## config.mk

```make
export PLATFORM = sky130hd
export DESIGN_NAME = hazard_ctrl_flat
export DESIGN_NICKNAME = d
export VERILOG_FILES = /design/src/rtl/hazard_pkg.sv /design/src/rtl/hazard_ctrl_if.sv /design/src/rtl/hazard_ctrl_fp_busy_fsm.sv /design/src/rtl/hazard_ctrl.sv /design/src/flat_wrapper.sv
export SDC_FILE = /design/constraint.sdc
export NUM_CORES = 1
export LEC_CHECK = 0
export ABC_AREA = 0
export BUFFER_PORTS_ARGS = -buffer_cell sky130_fd_sc_hd__buf_4
export CORE_AREA = 2 2 51 53
export CTS_CLUSTER_DIAMETER = 150
export DETAILED_ROUTE_END_ITERATION = 7
export DIE_AREA = 0 0 53 55
export GPL_TIMING_DRIVEN = 0
export PLACE_DENSITY = 0.69
export REMOVE_ABC_BUFFERS = 1
export SYNTH_ARGS = -nofsm -noshare
export SYNTH_HDL_FRONTEND = slang
export SYNTH_SLANG_ARGS = --single-unit
export TNS_END_PERCENT = 100
```

## constraint.sdc

```tcl
create_clock -name clk -period 2.2 [get_ports clk]
set_input_delay 0.44 -clock clk [delete_from_list [all_inputs] [get_ports clk]]
set_output_delay 0.44 -clock clk [all_outputs]
set_load 0.01 [all_outputs]
```

## src/rtl/hazard_pkg.sv

```systemverilog
// Shared encodings for the hazard/forwarding controller.
// Latency: n/a (types, constants and a pure helper function only).
// Backpressure: n/a.
package hazard_pkg;

    localparam logic [1:0] FWD_RF   = 2'b00;
    localparam logic [1:0] FWD_W    = 2'b01;
    localparam logic [1:0] FWD_M    = 2'b10;
    localparam logic [1:0] RES_LOAD = 2'b01;

    typedef enum logic [1:0] {
        IDLE = 2'd0,
        BUSY = 2'd1,
        DONE = 2'd2
    } fp_state_t;

    // Same register in the same file; integer x0 never matches, FP f0 does.
    function automatic logic reg_match(input logic [4:0] a, input logic fa,
                                       input logic [4:0] d, input logic fd);
        return (a == d) && (fa == fd) && (fa || (d != 5'd0));
    endfunction

endpackage

```

## src/rtl/hazard_ctrl_if.sv

```systemverilog
// Pipeline <-> hazard controller signal bundle; optional HAZARD_PERF_EN adds perf counters.
// Latency: n/a (wires only).
// Backpressure: n/a; stall/flush lines are the backpressure of the pipeline itself.
interface hazard_ctrl_if;
    logic [4:0] Rs1D, Rs2D;
    logic       FPsrcD;
    logic [4:0] Rs1E, Rs2E, RdE;
    logic       FPsrcE, FPdstE;
    logic [1:0] ResultSrcE;
    logic       FPAluE;
    logic       PCSrcE;
    logic [4:0] RdM, RdW;
    logic       RegWriteM, RegWriteW;
    logic       FPdstM, FPdstW;
    logic [1:0] ForwardAE, ForwardBE;
    logic       StallF, StallD, StallE;
    logic       FlushD, FlushE, FlushM;
    logic       FPBusy;
`ifdef HAZARD_PERF_EN
    logic [31:0] StallCnt, FlushCnt;
`endif

    modport master (
`ifdef HAZARD_PERF_EN
        input  StallCnt, FlushCnt,
`endif
        output Rs1D, Rs2D, FPsrcD, Rs1E, Rs2E, RdE, FPsrcE, FPdstE,
               ResultSrcE, FPAluE, PCSrcE, RdM, RdW, RegWriteM, RegWriteW,
               FPdstM, FPdstW,
        input  ForwardAE, ForwardBE, StallF, StallD, StallE,
               FlushD, FlushE, FlushM, FPBusy
    );

    modport slave (
`ifdef HAZARD_PERF_EN
        output StallCnt, FlushCnt,
`endif
        input  Rs1D, Rs2D, FPsrcD, Rs1E, Rs2E, RdE, FPsrcE, FPdstE,
               ResultSrcE, FPAluE, PCSrcE, RdM, RdW, RegWriteM, RegWriteW,
               FPdstM, FPdstW,
        output ForwardAE, ForwardBE, StallF, StallD, StallE,
               FlushD, FlushE, FlushM, FPBusy
    );
endinterface

```

## src/rtl/hazard_ctrl_fp_busy_fsm.sv

```systemverilog
// Keeps a multi-cycle FP ALU op resident in EX for FP_LAT cycles (IDLE -> BUSY -> DONE).
// Latency: fp_stall is combinational from state and fp_alu; state updates each clk.
// Backpressure: fp_stall holds F/D/E and bubbles EX/MEM; forced low while reset is high.
module fp_busy_fsm
    import hazard_pkg::*;
#(
    parameter int FP_LAT = 4,
    parameter int CNT_W  = 4
) (
    input  logic clk,
    input  logic reset,
    input  logic fp_alu,
    output logic busy,
    output logic fp_stall
);

    localparam logic MULTI = (FP_LAT > 1);

    fp_state_t          state;
    logic [CNT_W-1:0]   cnt;

    // State and down-counter; cycle 1 is spent in IDLE, the last one in DONE.
    always_ff @(posedge clk or posedge reset) begin
        if (reset) begin
            state <= IDLE;
            cnt   <= '0;
        end else begin
            case (state)
                IDLE: begin
                    if (fp_alu && FP_LAT == 2) begin
                        state <= DONE;
                    end else if (fp_alu && FP_LAT > 2) begin
                        state <= BUSY;
                        cnt   <= CNT_W'(FP_LAT - 3);
                    end
                end
                BUSY: begin
                    if (cnt == '0) state <= DONE;
                    else           cnt   <= cnt - CNT_W'(1);
                end
                DONE:    state <= IDLE;   // finishing op still in E: ignore fp_alu
                default: state <= IDLE;
            endcase
        end
    end

    // Stall while the op still needs more EX cycles; DONE releases the pipe.
    always_comb begin
        busy     = !reset && (state != IDLE);
        fp_stall = !reset && (((state == IDLE) && fp_alu && MULTI) || (state == BUSY));
    end

endmodule

```

## src/rtl/hazard_ctrl.sv

```systemverilog
// Hazard/forwarding controller: operand forwarding, load-use and FP multi-cycle stalls, branch flushes.
// Latency: all outputs combinational from inputs and FSM state; optional HAZARD_PERF_EN counters are registered.
// Backpressure: issues StallF/D/E and FlushD/E/M; fpStall masks lwStall and branch flushes.
module hazard_ctrl
    import hazard_pkg::*;
#(
    parameter int FP_LAT = 4,
    parameter int CNT_W  = 4
) (
    input logic          clk,
    input logic          reset,
    hazard_ctrl_if.slave hz
);

    logic fp_stall;
    logic fp_busy;
    logic lw_stall;

    fp_busy_fsm #(.FP_LAT(FP_LAT), .CNT_W(CNT_W)) u_fp_busy (
        .clk      (clk),
        .reset    (reset),
        .fp_alu   (hz.FPAluE),
        .busy     (fp_busy),
        .fp_stall (fp_stall)
    );

    // Forwarding select; M is younger than W so it wins. Load-use detect against E.
    always_comb begin
        hz.ForwardAE = FWD_RF;
        hz.ForwardBE = FWD_RF;
        if (hz.RegWriteM && reg_match(hz.Rs1E, hz.FPsrcE, hz.RdM, hz.FPdstM))
            hz.ForwardAE = FWD_M;
        else if (hz.RegWriteW && reg_match(hz.Rs1E, hz.FPsrcE, hz.RdW, hz.FPdstW))
            hz.ForwardAE = FWD_W;
        if (hz.RegWriteM && reg_match(hz.Rs2E, hz.FPsrcE, hz.RdM, hz.FPdstM))
            hz.ForwardBE = FWD_M;
        else if (hz.RegWriteW && reg_match(hz.Rs2E, hz.FPsrcE, hz.RdW, hz.FPdstW))
            hz.ForwardBE = FWD_W;
        if (reset) begin
            hz.ForwardAE = FWD_RF;
            hz.ForwardBE = FWD_RF;
        end
        lw_stall = !reset && (hz.ResultSrcE == RES_LOAD) &&
                   (reg_match(hz.Rs1D, hz.FPsrcD, hz.RdE, hz.FPdstE) ||
                    reg_match(hz.Rs2D, hz.FPsrcD, hz.RdE, hz.FPdstE));
    end

    // Stall/flush combine; an FP stall already holds D, so it masks load-use and branch flushes.
    always_comb begin
        hz.StallF = lw_stall || fp_stall;
        hz.StallD = lw_stall || fp_stall;
        hz.StallE = fp_stall;
        hz.FlushM = fp_stall;
        hz.FlushD = !reset && hz.PCSrcE && !fp_stall;
        hz.FlushE = !reset && (lw_stall || hz.PCSrcE) && !fp_stall;
        hz.FPBusy = fp_busy;
    end

`ifdef HAZARD_PERF_EN
    // Free-running stall / front-end flush counters, wrapping at 2^32.
    always_ff @(posedge clk or posedge reset) begin
        if (reset) begin
            hz.StallCnt <= '0;
            hz.FlushCnt <= '0;
        end else begin
            if (hz.StallF) hz.StallCnt <= hz.StallCnt + 32'd1;
            if (hz.FlushD) hz.FlushCnt <= hz.FlushCnt + 32'd1;
        end
    end
`endif

endmodule

```

## src/flat_wrapper.sv

```systemverilog
// flat-port wrapper written by rule: the top's interface ports become plain ports
module hazard_ctrl_flat import hazard_pkg::*;
#(
    parameter int FP_LAT = 4,
    parameter int CNT_W  = 4
)
  (clk, reset, hz_Rs1D, hz_Rs2D, hz_FPsrcD, hz_Rs1E, hz_Rs2E, hz_RdE, hz_FPsrcE, hz_FPdstE, hz_ResultSrcE, hz_FPAluE, hz_PCSrcE, hz_RdM, hz_RdW, hz_RegWriteM, hz_RegWriteW, hz_FPdstM, hz_FPdstW, hz_ForwardAE, hz_ForwardBE, hz_StallF, hz_StallD, hz_StallE, hz_FlushD, hz_FlushE, hz_FlushM, hz_FPBusy);
  hazard_ctrl_if hz_i ();
  input logic clk;
  input logic reset;
  input wire logic [$bits(hz_i.Rs1D)-1:0] hz_Rs1D;
  input wire logic [$bits(hz_i.Rs2D)-1:0] hz_Rs2D;
  input wire logic [$bits(hz_i.FPsrcD)-1:0] hz_FPsrcD;
  input wire logic [$bits(hz_i.Rs1E)-1:0] hz_Rs1E;
  input wire logic [$bits(hz_i.Rs2E)-1:0] hz_Rs2E;
  input wire logic [$bits(hz_i.RdE)-1:0] hz_RdE;
  input wire logic [$bits(hz_i.FPsrcE)-1:0] hz_FPsrcE;
  input wire logic [$bits(hz_i.FPdstE)-1:0] hz_FPdstE;
  input wire logic [$bits(hz_i.ResultSrcE)-1:0] hz_ResultSrcE;
  input wire logic [$bits(hz_i.FPAluE)-1:0] hz_FPAluE;
  input wire logic [$bits(hz_i.PCSrcE)-1:0] hz_PCSrcE;
  input wire logic [$bits(hz_i.RdM)-1:0] hz_RdM;
  input wire logic [$bits(hz_i.RdW)-1:0] hz_RdW;
  input wire logic [$bits(hz_i.RegWriteM)-1:0] hz_RegWriteM;
  input wire logic [$bits(hz_i.RegWriteW)-1:0] hz_RegWriteW;
  input wire logic [$bits(hz_i.FPdstM)-1:0] hz_FPdstM;
  input wire logic [$bits(hz_i.FPdstW)-1:0] hz_FPdstW;
  output wire logic [$bits(hz_i.ForwardAE)-1:0] hz_ForwardAE;
  output wire logic [$bits(hz_i.ForwardBE)-1:0] hz_ForwardBE;
  output wire logic [$bits(hz_i.StallF)-1:0] hz_StallF;
  output wire logic [$bits(hz_i.StallD)-1:0] hz_StallD;
  output wire logic [$bits(hz_i.StallE)-1:0] hz_StallE;
  output wire logic [$bits(hz_i.FlushD)-1:0] hz_FlushD;
  output wire logic [$bits(hz_i.FlushE)-1:0] hz_FlushE;
  output wire logic [$bits(hz_i.FlushM)-1:0] hz_FlushM;
  output wire logic [$bits(hz_i.FPBusy)-1:0] hz_FPBusy;
  assign hz_i.Rs1D = hz_Rs1D;
  assign hz_i.Rs2D = hz_Rs2D;
  assign hz_i.FPsrcD = hz_FPsrcD;
  assign hz_i.Rs1E = hz_Rs1E;
  assign hz_i.Rs2E = hz_Rs2E;
  assign hz_i.RdE = hz_RdE;
  assign hz_i.FPsrcE = hz_FPsrcE;
  assign hz_i.FPdstE = hz_FPdstE;
  assign hz_i.ResultSrcE = hz_ResultSrcE;
  assign hz_i.FPAluE = hz_FPAluE;
  assign hz_i.PCSrcE = hz_PCSrcE;
  assign hz_i.RdM = hz_RdM;
  assign hz_i.RdW = hz_RdW;
  assign hz_i.RegWriteM = hz_RegWriteM;
  assign hz_i.RegWriteW = hz_RegWriteW;
  assign hz_i.FPdstM = hz_FPdstM;
  assign hz_i.FPdstW = hz_FPdstW;
  assign hz_ForwardAE = hz_i.ForwardAE;
  assign hz_ForwardBE = hz_i.ForwardBE;
  assign hz_StallF = hz_i.StallF;
  assign hz_StallD = hz_i.StallD;
  assign hz_StallE = hz_i.StallE;
  assign hz_FlushD = hz_i.FlushD;
  assign hz_FlushE = hz_i.FlushE;
  assign hz_FlushM = hz_i.FlushM;
  assign hz_FPBusy = hz_i.FPBusy;
  hazard_ctrl #(.FP_LAT(FP_LAT), .CNT_W(CNT_W)) u_core (.clk(clk), .reset(reset), .hz(hz_i));
endmodule
```

## After elaboration in Yosys (flattened, before gate mapping)

Index checks and enable logic that the tools add are counted.

- Register bits: 6
- Logic and storage cells: 72

- Add/subtract/negate cells: 1
- Eq/ne operators: 14
- Muxes and demuxes: 12
- Reductions and logical operators: 43

Operator list:

| operator | number |
|---|---|
| $eq A5 B5 Y1 | 6 |
| $logic_and A1 B1 Y1 | 25 |
| $reduce_bool A5 Y1 | 3 |
| $mux W2 | 6 |
| $mux W4 | 2 |
| $pmux W4 S2 | 1 |
| $logic_or A1 B1 Y1 | 7 |
| $ne A2 B2 Y1 const B | 3 |
| $eq A2 B1 Y1 const B | 2 |
| $logic_not A4 Y1 | 1 |
| $pmux W2 S2 | 1 |
| $reduce_bool A2 Y1 | 2 |
| $sub A4 B1 Y4 const B | 1 |
| $eq A1 B1 Y1 | 3 |
| $reduce_and A3 Y1 | 1 |
| $logic_not A1 Y1 | 2 |
| $logic_not A2 Y1 | 1 |
| $mux W1 | 2 |
| $reduce_and A2 Y1 | 1 |

## Depth between registers and ports, before layout

Gate-level depths: netlist of run 1.

- Depth in word-level cells: 8
- Depth in mapped cells: 6
- Gate-level depth less buffers: 6

## Modules after synthesis

From an unflattened synthesis of run 1, not the netlist that was laid out.

- Cells, all modules: 105
- Area total of the unflattened synthesis: 819.5 um^2

Modules (own cells, without submodules):

| module | times used | cells each | area an instance (um^2) | seq. area each (um^2) |
|---|---|---|---|---|
| hazard_ctrl | 1 | 69 | 483.0 | 0.0 |
| fp_busy_fsm | 1 | 36 | 336.6 | 150.1 |

## Worst setup path before layout of run 1

OpenSTA, ideal clock, no wires.

- Path type: input -> output
- Start point: input hz_FPsrcE
- End point: output hz_ForwardBE[0]
- Arrival time: 1.659 ns
- Path slack: 0.101 ns
- Stages on the path: 4
- Path buffers: 0
- Cells stage by stage: or4_1 -> o311ai_1 -> nor4_1 -> nor3_1

- Word-level cells in the longest chain between the ends: 7

Ends and longest elaborated chain:

| what | RTL line | RTL |
|---|---|---|
| from (decl) | flat_wrapper.sv:17 | `input wire logic [$bits(hz_i.FPsrcE)-1:0] hz_FPsrcE;` |
| $eq A1 B1 Y1 | hazard_pkg.sv:20 | `return (a == d) && (fa == fd) && (fa \|\| (d != 5'd0));` |
| $logic_and A1 B1 Y1 (2 in series) | hazard_pkg.sv:20 |  |
| $logic_and A1 B1 Y1 | hazard_ctrl.sv:37 | `else if (hz.RegWriteW && reg_match(hz.Rs2E, hz.FPsrcE, hz.RdW, hz.FPdstW))` |
| $mux W1 | hazard_ctrl.sv:37 |  |
| $mux W2 * | hazard_ctrl.sv:35 | `if (hz.RegWriteM && reg_match(hz.Rs2E, hz.FPsrcE, hz.RdM, hz.FPdstM))` |
| $mux W2 * | hazard_ctrl.sv:39 | `if (reset) begin` |
| to (decl) | flat_wrapper.sv:29 | `output wire logic [$bits(hz_i.ForwardBE)-1:0] hz_ForwardBE;` |

Mark *: on every way between the ends. The rest lies on a longest branch, timed or not.

## Worst setup path after layout of run 1

- Start point: input hz_RdM[2]
- End point: output hz_ForwardAE[0]

- Word-level cells in the longest chain between the ends: 6

Ends and longest elaborated chain:

| what | RTL line | RTL |
|---|---|---|
| from (decl) | flat_wrapper.sv:22 | `input wire logic [$bits(hz_i.RdM)-1:0] hz_RdM;` |
| $eq A5 B5 Y1 or $reduce_bool A5 Y1 (tied branches) | hazard_pkg.sv:20 |  |
| $logic_and A1 B1 Y1 or $logic_or A1 B1 Y1 (tied branches) | hazard_pkg.sv:20 |  |
| $logic_and A1 B1 Y1 * | hazard_pkg.sv:20 |  |
| $logic_and A1 B1 Y1 * | hazard_ctrl.sv:31 | `if (hz.RegWriteM && reg_match(hz.Rs1E, hz.FPsrcE, hz.RdM, hz.FPdstM))` |
| $mux W2 * | hazard_ctrl.sv:31 |  |
| $mux W2 * | hazard_ctrl.sv:39 |  |
| to (decl) | flat_wrapper.sv:28 | `output wire logic [$bits(hz_i.ForwardAE)-1:0] hz_ForwardAE;` |

Marks and branches as above.

==> run summary, run 1 <==
The number of antenna violations at the first check in global routing is 0. The count of antenna diodes in the layout came out at 0. For this run, design rule violations remaining after detail routing come to 0. Dividing the detail-routed wire length by the instance count gives 12.20 µm. The final reports fail on negative setup slack. The fraction of synthesized cell area in xor and xnor cells is 0.3784.

The power density over the cells is 560.3 mW/mm². The number of placed I/O pins is 59. Of the total synthesized cell area, the portion taken by full adders, half adders and majority gates is 0.03180.

The portion of the clock cycle consumed by the worst path in the final layout came out at 1.006. The data arrival time at the worst-slack endpoint is 1.77 ns. The highest routed metal layer is met3.

In this run the core area contains 18 standard-cell rows. The total routed wire length on the met1 layer came out at 890 µm. The leakage power is 0.6322 nW.

Summed over all layers, the global routing overflow is 0. The number of hold-slack violations in the final timing report is 0. The internal reg-to-reg setup slack came out at 0.49 ns. The post-route core utilization is 0.5619. Averaged over all synthesized cells, the footprint is 7.870 µm². The completed layout was analyzed and its total power is 0.0007445 W. The flow ran to the end, but the final reports show violations. The post-synthesis compound-gate area fraction was 0.06200. The initial cell density of the core came out at 0.3328. The count of clock tree sinks is 6. The actual transition at the worst max-transition pin came out at 0.3408 ns. The largest stage delay on the critical path is 0.54 ns. The classification of the worst-slack hold path is input pin to async pin. The starting DRC count in detailed routing is 6. The area of placed instances is 0.001245 mm². The detail route stage leaves a number of antenna-violating nets equal to 0. The ratio of cells with drive above 1 in the final layout is 0.4313. For the worst-skew pair, the clock arrives at the later sink with an insertion delay of 0.25 ns. The first-pass GRT wire length came out at 3525 µm. The floorplan die width came out at 53 µm.

The number of maximum-capacitance constraint violations came out at 0. The highest clock frequency the design can meet came out at 0.4517 GHz. The critical path startpoint category is an input pin. Detailed routing placed a total of 1138 µm of wire on met2. The most common cell after layout, fill and taps aside is buf_4. Along the worst path, the maximum fanout reaches 2. The simple-gate share of the synthesized area came out at 0.2798. The post-synthesis mux area share came out at 0.01431.

The maximum ir drop on the vdd rail came out at 0.0006985 V. The via-per-instance ratio came out at 4.847. The number of H-tree branching levels is 1. TritonCTS built the clock tree. The library cells used most frequently in the layout, excluding fill and tap cells, are buf_4, xor2_1, xnor2_1.

During synthesis, Yosys emitted a total of 0 warnings. Relative to the synthesized area, the layout overhead comes to 68.84%. The signal on the critical path passes through buf_8, or4_4, o311ai_4, nor4_2, nor3_1, buf_4. For this run, the leading register cell type out of synthesis is dfrtp_1.

The worst setup path is of the input pin to primary output kind. The routed layout has 921 vias. Setup repair after global routing could not meet its margin everywhere. The overall global routing resource usage came out at 0.1692. The final layout contains routed wiring with a total length of 2318 µm. The number of pins with negative max-slew slack in the final report was 0. The CTS clock-pin slew for the worst setup and hold paths is 0.05 ns. The pre-antenna-repair detailed-routing pass consisted of 4 iterations. The number of global-route vias before repair is 859.

The root buffer cell is clkbuf_4. The net count of the finished layout is 212. The estimated wirelength of the detail-placed design came out at 1951 µm. The number of enable flip-flop cells after synthesis came out at 0.

The maximum clock path buffer count came out at 2. The floorplan die area came out at 0.002915 mm². For this run, the register share of the synthesized area comes to 0.1908. Subtracting the final worst setup slack from the clock period gives 2.214 ns. After synthesis, the largest family of logic cells by area is XOR/XNOR gates. The relative max-transition margin came out at 0.7726.

The number of setup violations in the final report came out at 2. The amount of wire on met3 after detailed routing came out at 289 µm. Buffers inserted during clock tree synthesis total 3.

The nature of the critical path endpoint is a primary output. Hold repair after CTS inserted 0 buffers. The synthesis-stage register bit count came out at 6. The instance count of the mapped netlist came out at 100.

The worst endpoint required time came out at 1.76 ns. The finished cells cover 0.001329 mm². The maximum clock skew at final layout came out at 0.004721 ns.

In this run the standard cell core region covers 0.002365 mm². The congestion estimate from routability-driven global placement came to 0.7945. The die extent in y is 55 µm. The count of buffers from port buffering is 58. The fraction of registers with async set/reset came out at 1.000. The slowest stage of the critical path is the or4_4 cell. Hold is met by 0.1690 ns. The post-synthesis instance area came out at 787.0 µm². The largest net degree at the start of global routing is 11. The final worst-path setup slack came out at -0.01369 ns. The synthesized netlist contains 26 unique library cells.
## report_power, final
part           internal [W]  total (W)  switching [W]
clock network     0.0000619   0.000105      0.0000434
registers          0.000160   0.000194      0.0000340
logic              0.000228   0.000446       0.000217
## worst max-delay path, delay by kind of cell
kind	cells	cell delay (ns)
and+or+nand+nor	3	0.81
buffers and inverters	2	0.24
AOI/OAI and AO/OA	1	0.28
## per-layer routing
| layer | up-vias | track usage |
|---|---|---|
| met4 | 0 | 0.02564 |
| met5 | - | 0 |
| li1 | 462 | - |
| met3 | 0 | 0.05108 |
| met1 | 404 | 0.1721 |
| met2 | 55 | 0.3438 |
## cell usage after synthesis (2+ instances only)
master | number | area (µm²)
ha_1 | 2 | 25.02
xnor2_1 | 12 | 105.1
and2_1 | 3 | 18.77
inv_1 | 5 | 18.77
xor2_1 | 22 | 192.7
nand3_1 | 8 | 40.04
nor3_1 | 8 | 40.04
nor4_1 | 3 | 18.77
nor2_1 | 10 | 37.54
buf_4 | 2 | 15.01
dfrtp_1 | 6 | 150.1
nand2_1 | 4 | 15.01
o21ai_0 | 2 | 10.01
## sequential cells by signal, summed over array words and instances (netlist names)
name / count
u_core.u_fp_busy.state: 2
u_core.u_fp_busy.cnt: 4
## metrics by stage
step	std cells	TNS (ns)	setup WS (ns)
3_5_place_dp	186	-0.6328	-0.1988
2_1_floorplan	98	0	0.1006
6_report	190	-0.02516	-0.01369
4_1_cts	190	-0.03480	-0.03480
5_1_grt	190	-0.2571	-0.1142
3_3_place_gp	186	-0.5460	-0.1714
## path summary, 6_finish.rpt
path,startpoint,end,cells after the start
max reg2reg,u_core.u_fp_busy.cnt[0],u_core.u_fp_busy.cnt[0],6
max,hz_RdM[2],hz_ForwardAE[0],6
min in group clk,hz_FPAluE,u_core.u_fp_busy.state[0],3
min,reset,u_core.u_fp_busy.state[1],2
max in group asynchronous,reset,u_core.u_fp_busy.cnt[1],2
min reg2reg,u_core.u_fp_busy.state[1],u_core.u_fp_busy.state[1],1
## kinds of logic after synthesis
logic type | after synthesis
buffers and inverters | 7
AOI/OAI and AO/OA | 7
DFF | 6
and+or+nand+nor | 43
adders and majority gates | 2
xor gates and xnor gates | 34
muxes | 1
## timing repair
item / 4_1_cts / 5_1_grt
resized for setup: 11 / 0
hold endpoints to repair: 0 / 0
pin swaps: 6 / 4
endpoints found under the setup margin: 4 / 4
buffers inserted: 1 / 0
## cell type report
cell class	count	area, µm²
Tap cell	30	37.54
Timing Repair Buffer	59	461.7
Sequential cell	6	150.1
Inverter	5	18.77
Fill cell	222	1036
Multi-Input combinational cell	87	638.1
Clock buffer	3	22.52
Power figures use the tool's default switching activity.
==> inputs of run 2 (changes only) <==
Settings changed: PLACE_DENSITY 0.69 to 0.81.
==> run summary, run 2 (same netlist as run 1, synthesis figures left out) <==
The maximum clock skew at final layout is 0.003882 ns. The CTS clock-pin slew for the worst setup and hold paths is 0.04 ns. The actual transition at the worst max-transition pin is 0.3310 ns.

Leaving out fill and tap cells, the most frequent cells in the layout are buf_4, xor2_1, xnor2_1. The count of antenna diodes in the layout came out at 0. For met2 alone, demand over resource in global routing was 0.3771.

Setup repair after global routing could not meet its margin everywhere. Leaving out fill and tap cells, the most frequent cell in the layout is buf_4. After global routing the overflow that remains totals 0. The post-route core utilization is 0.5603. The post-placement worst setup slack came out at -0.1562 ns. The critical path goes through buf_8, or4_4, o311ai_4, nor4_2, nor3_1, buf_4. The biggest fanout along the worst timing path came out at 2. The overall global routing resource usage is 0.1685. The largest registers in the layout are u_core.u_fp_busy.cnt x4, u_core.u_fp_busy.state x2. The critical path startpoint category is an input pin. In the final design database the tool counted 212 nets. The area of placed instances came out at 0.001245 mm². u_core.u_fp_busy.cnt holds more flip-flops than any other register. The routed wirelength normalized by instance count is 12.23 µm. On the critical path the largest part of the delay comes from simple AND/OR/NAND/NOR gates.

In this run the deepest clock path goes through 2 buffers. The sum of negative setup slack came out at -0.004100 ns. The number of cells on the worst reg-to-reg path came out at 6.

The maximum ir drop on the vdd rail came out at 0.0005448 V. The clock buffer count from CTS is 3. The post-route antenna net violation count is 0. The path class of the tightest hold or removal check is input pin to async pin. The largest net degree at the start of global routing is 11. The ratio of cells with drive above 1 in the final layout is 0.4313. The insertion delay of the later-clocked pin in the worst-skew pair is 0.24 ns. The worst setup path is captured at a primary output. In this run the register-to-register setup slack is 0.49 ns. The detailed router finished its first iteration with 5 violations.

The share of total power dissipated in combinational logic is 0.602. The sequential group share of total power came out at 0.263. The final reports fail on negative setup slack. The estimated wirelength of the detail-placed design is 1992 µm. Data on the critical path arrives at its endpoint at 1.76 ns.

The run finished, with violations left. The portion of the clock cycle consumed by the worst path in the final layout came out at 1.002. The die extent in y is 55 µm. The count of buffers from port buffering came out at 58. The critical path buffer and inverter count came out at 2. After layout, the design draws a total of 0.0007382 W. The number of hold buffers added after CTS is 0.

The largest stage delay on the critical path came out at 0.54 ns. The destination of the worst register-to-register timing path is u_core.u_fp_busy.cnt[0]. The internal portion of total power came out at 0.0004504 W.

The final wirelength came out at 2324 µm. In this run the power density over the cells is 557.1 mW/mm². Compared with the post-synthesis result, the final layout area differs by 68.36%. 59 I/O pins were placed. The count of filler cells inserted in the layout came out at 217. The global-route met1 utilization came out at 0.1506. The number of setup violations in the final report is 1. Across all setup checks in the final design, the least slack found is -0.004100 ns.

The highest clock frequency the design can meet is 0.4537 GHz. The floorplan die area is 0.002915 mm². The clock network power share came out at 0.135. The number of hold-slack violations in the final timing report was 0. The area of the core came out at 0.002365 mm². For this run, global-route usage on met3 was measured as 0.03226. The flip-flop count of the largest register after layout is 4. The worst endpoint required time is 1.76 ns. The critical register-to-register path startpoint is u_core.u_fp_busy.cnt[0]. The first-pass GRT wire length is 3519 µm. The initial cell density of the core came out at 0.3328.

The net switching component of the power came out at 0.0002878 W. The number of rows in the core area is 18. The slowest stage of the critical path belongs to the cell or4_4. The via count came out at 908. After layout, the minimum clock period comes to 2.204 ns. The number of global-route vias before repair is 927.

The clock tree from TritonCTS is done. The floorplan die width came out at 53 µm. The number of maximum-capacitance constraint violations is 0.

The root buffer cell is clkbuf_4. The relative max-transition margin is 0.7791. The number of H-tree branching levels came out at 1. The final design instance area without fill came out at 0.001325 mm².

The congestion estimate from routability-driven global placement came to 0.7060. The layer flagged by global routing as most heavily used is met2. The critical path is of the input pin to primary output type. The number of pins with negative max-slew slack in the final report was 0.

The via-per-instance ratio is 4.779. The number of antenna violations at the first check in global routing was 0. The count of clock tree sinks is 6. The number of remaining DRC errors is 0. Of the total power, the share spent switching nets is 0.3899. In this run the static leakage power is 0.6314 nW.

The first detailed-routing pass took 2 iterations.
## run 2: repair_timing
item / 4_1_cts / 5_1_grt
endpoints found under the setup margin: 4 / 4
pin swaps: 6 / 2
gates resized for setup: 10 / 0
setup buffers: 1 / 0
## run 2: final cells by class
cell class              count  area (µm²)  share of cell area
inverters                   5       18.77             0.01416
flip-flops and latches      6       150.1              0.1133
clock buffers               3       22.52             0.01700
well taps                  30       37.54             0.02833
multi-input cells          87       638.1              0.4816
repair buffers             59       457.9              0.3456
## run 2: layer usage
layer / vias to the layer above / wire, µm
li1: 463 / -
met1: 393 / 807
met2: 52 / 1323
met3: 0 / 193
met4: 0 / 0
met5: - / 0
## run 2: metrics by stage
stage               cells  hold WS (ns)
floorplan              98        0.2574
global placement      186        0.4353
detailed placement    186        0.4464
CTS                   190        0.1876
global route          190        0.2004
finish                190        0.1787
## run 2: power by group through the flow
stage | combinational [W] | sequential (W) | clock [W]
6_report | 0.000444 | 0.000194 | 0.0000997
3_3_place_gp | 0.000420 | 0.000194 | 0
4_1_cts | 0.000451 | 0.000194 | 0.000104
2_1_floorplan | 0.000257 | 0.000186 | 0
5_1_grt | 0.000499 | 0.000200 | 0.000113
3_5_place_dp | 0.000437 | 0.000196 | 0
## run 2: worst max path at each step
stage	start	to	slack (ns)	cells after the start
after global placement	hz_FPsrcE	hz_ForwardAE[0]	-0.12	6
after CTS	hz_RdM[2]	hz_ForwardBE[0]	-0.03	6
after floorplan	hz_FPsrcE	hz_ForwardBE[0]	0.10	4
after global routing	hz_RdM[2]	hz_ForwardAE[0]	-0.08	6
final	hz_RdM[2]	hz_ForwardAE[0]	-0.004	6
after detailed placement	hz_FPsrcE	hz_ForwardBE[0]	-0.16	6
## run 2: worst register-to-register path, cell delays in order (launching register included)
cell     delay [ns]
dfrtp_1        0.37
inv_1          0.11
ha_1           0.15
or3b_2         0.49
nand2_1        0.14
nand2_1        0.08
mux2_2         0.26
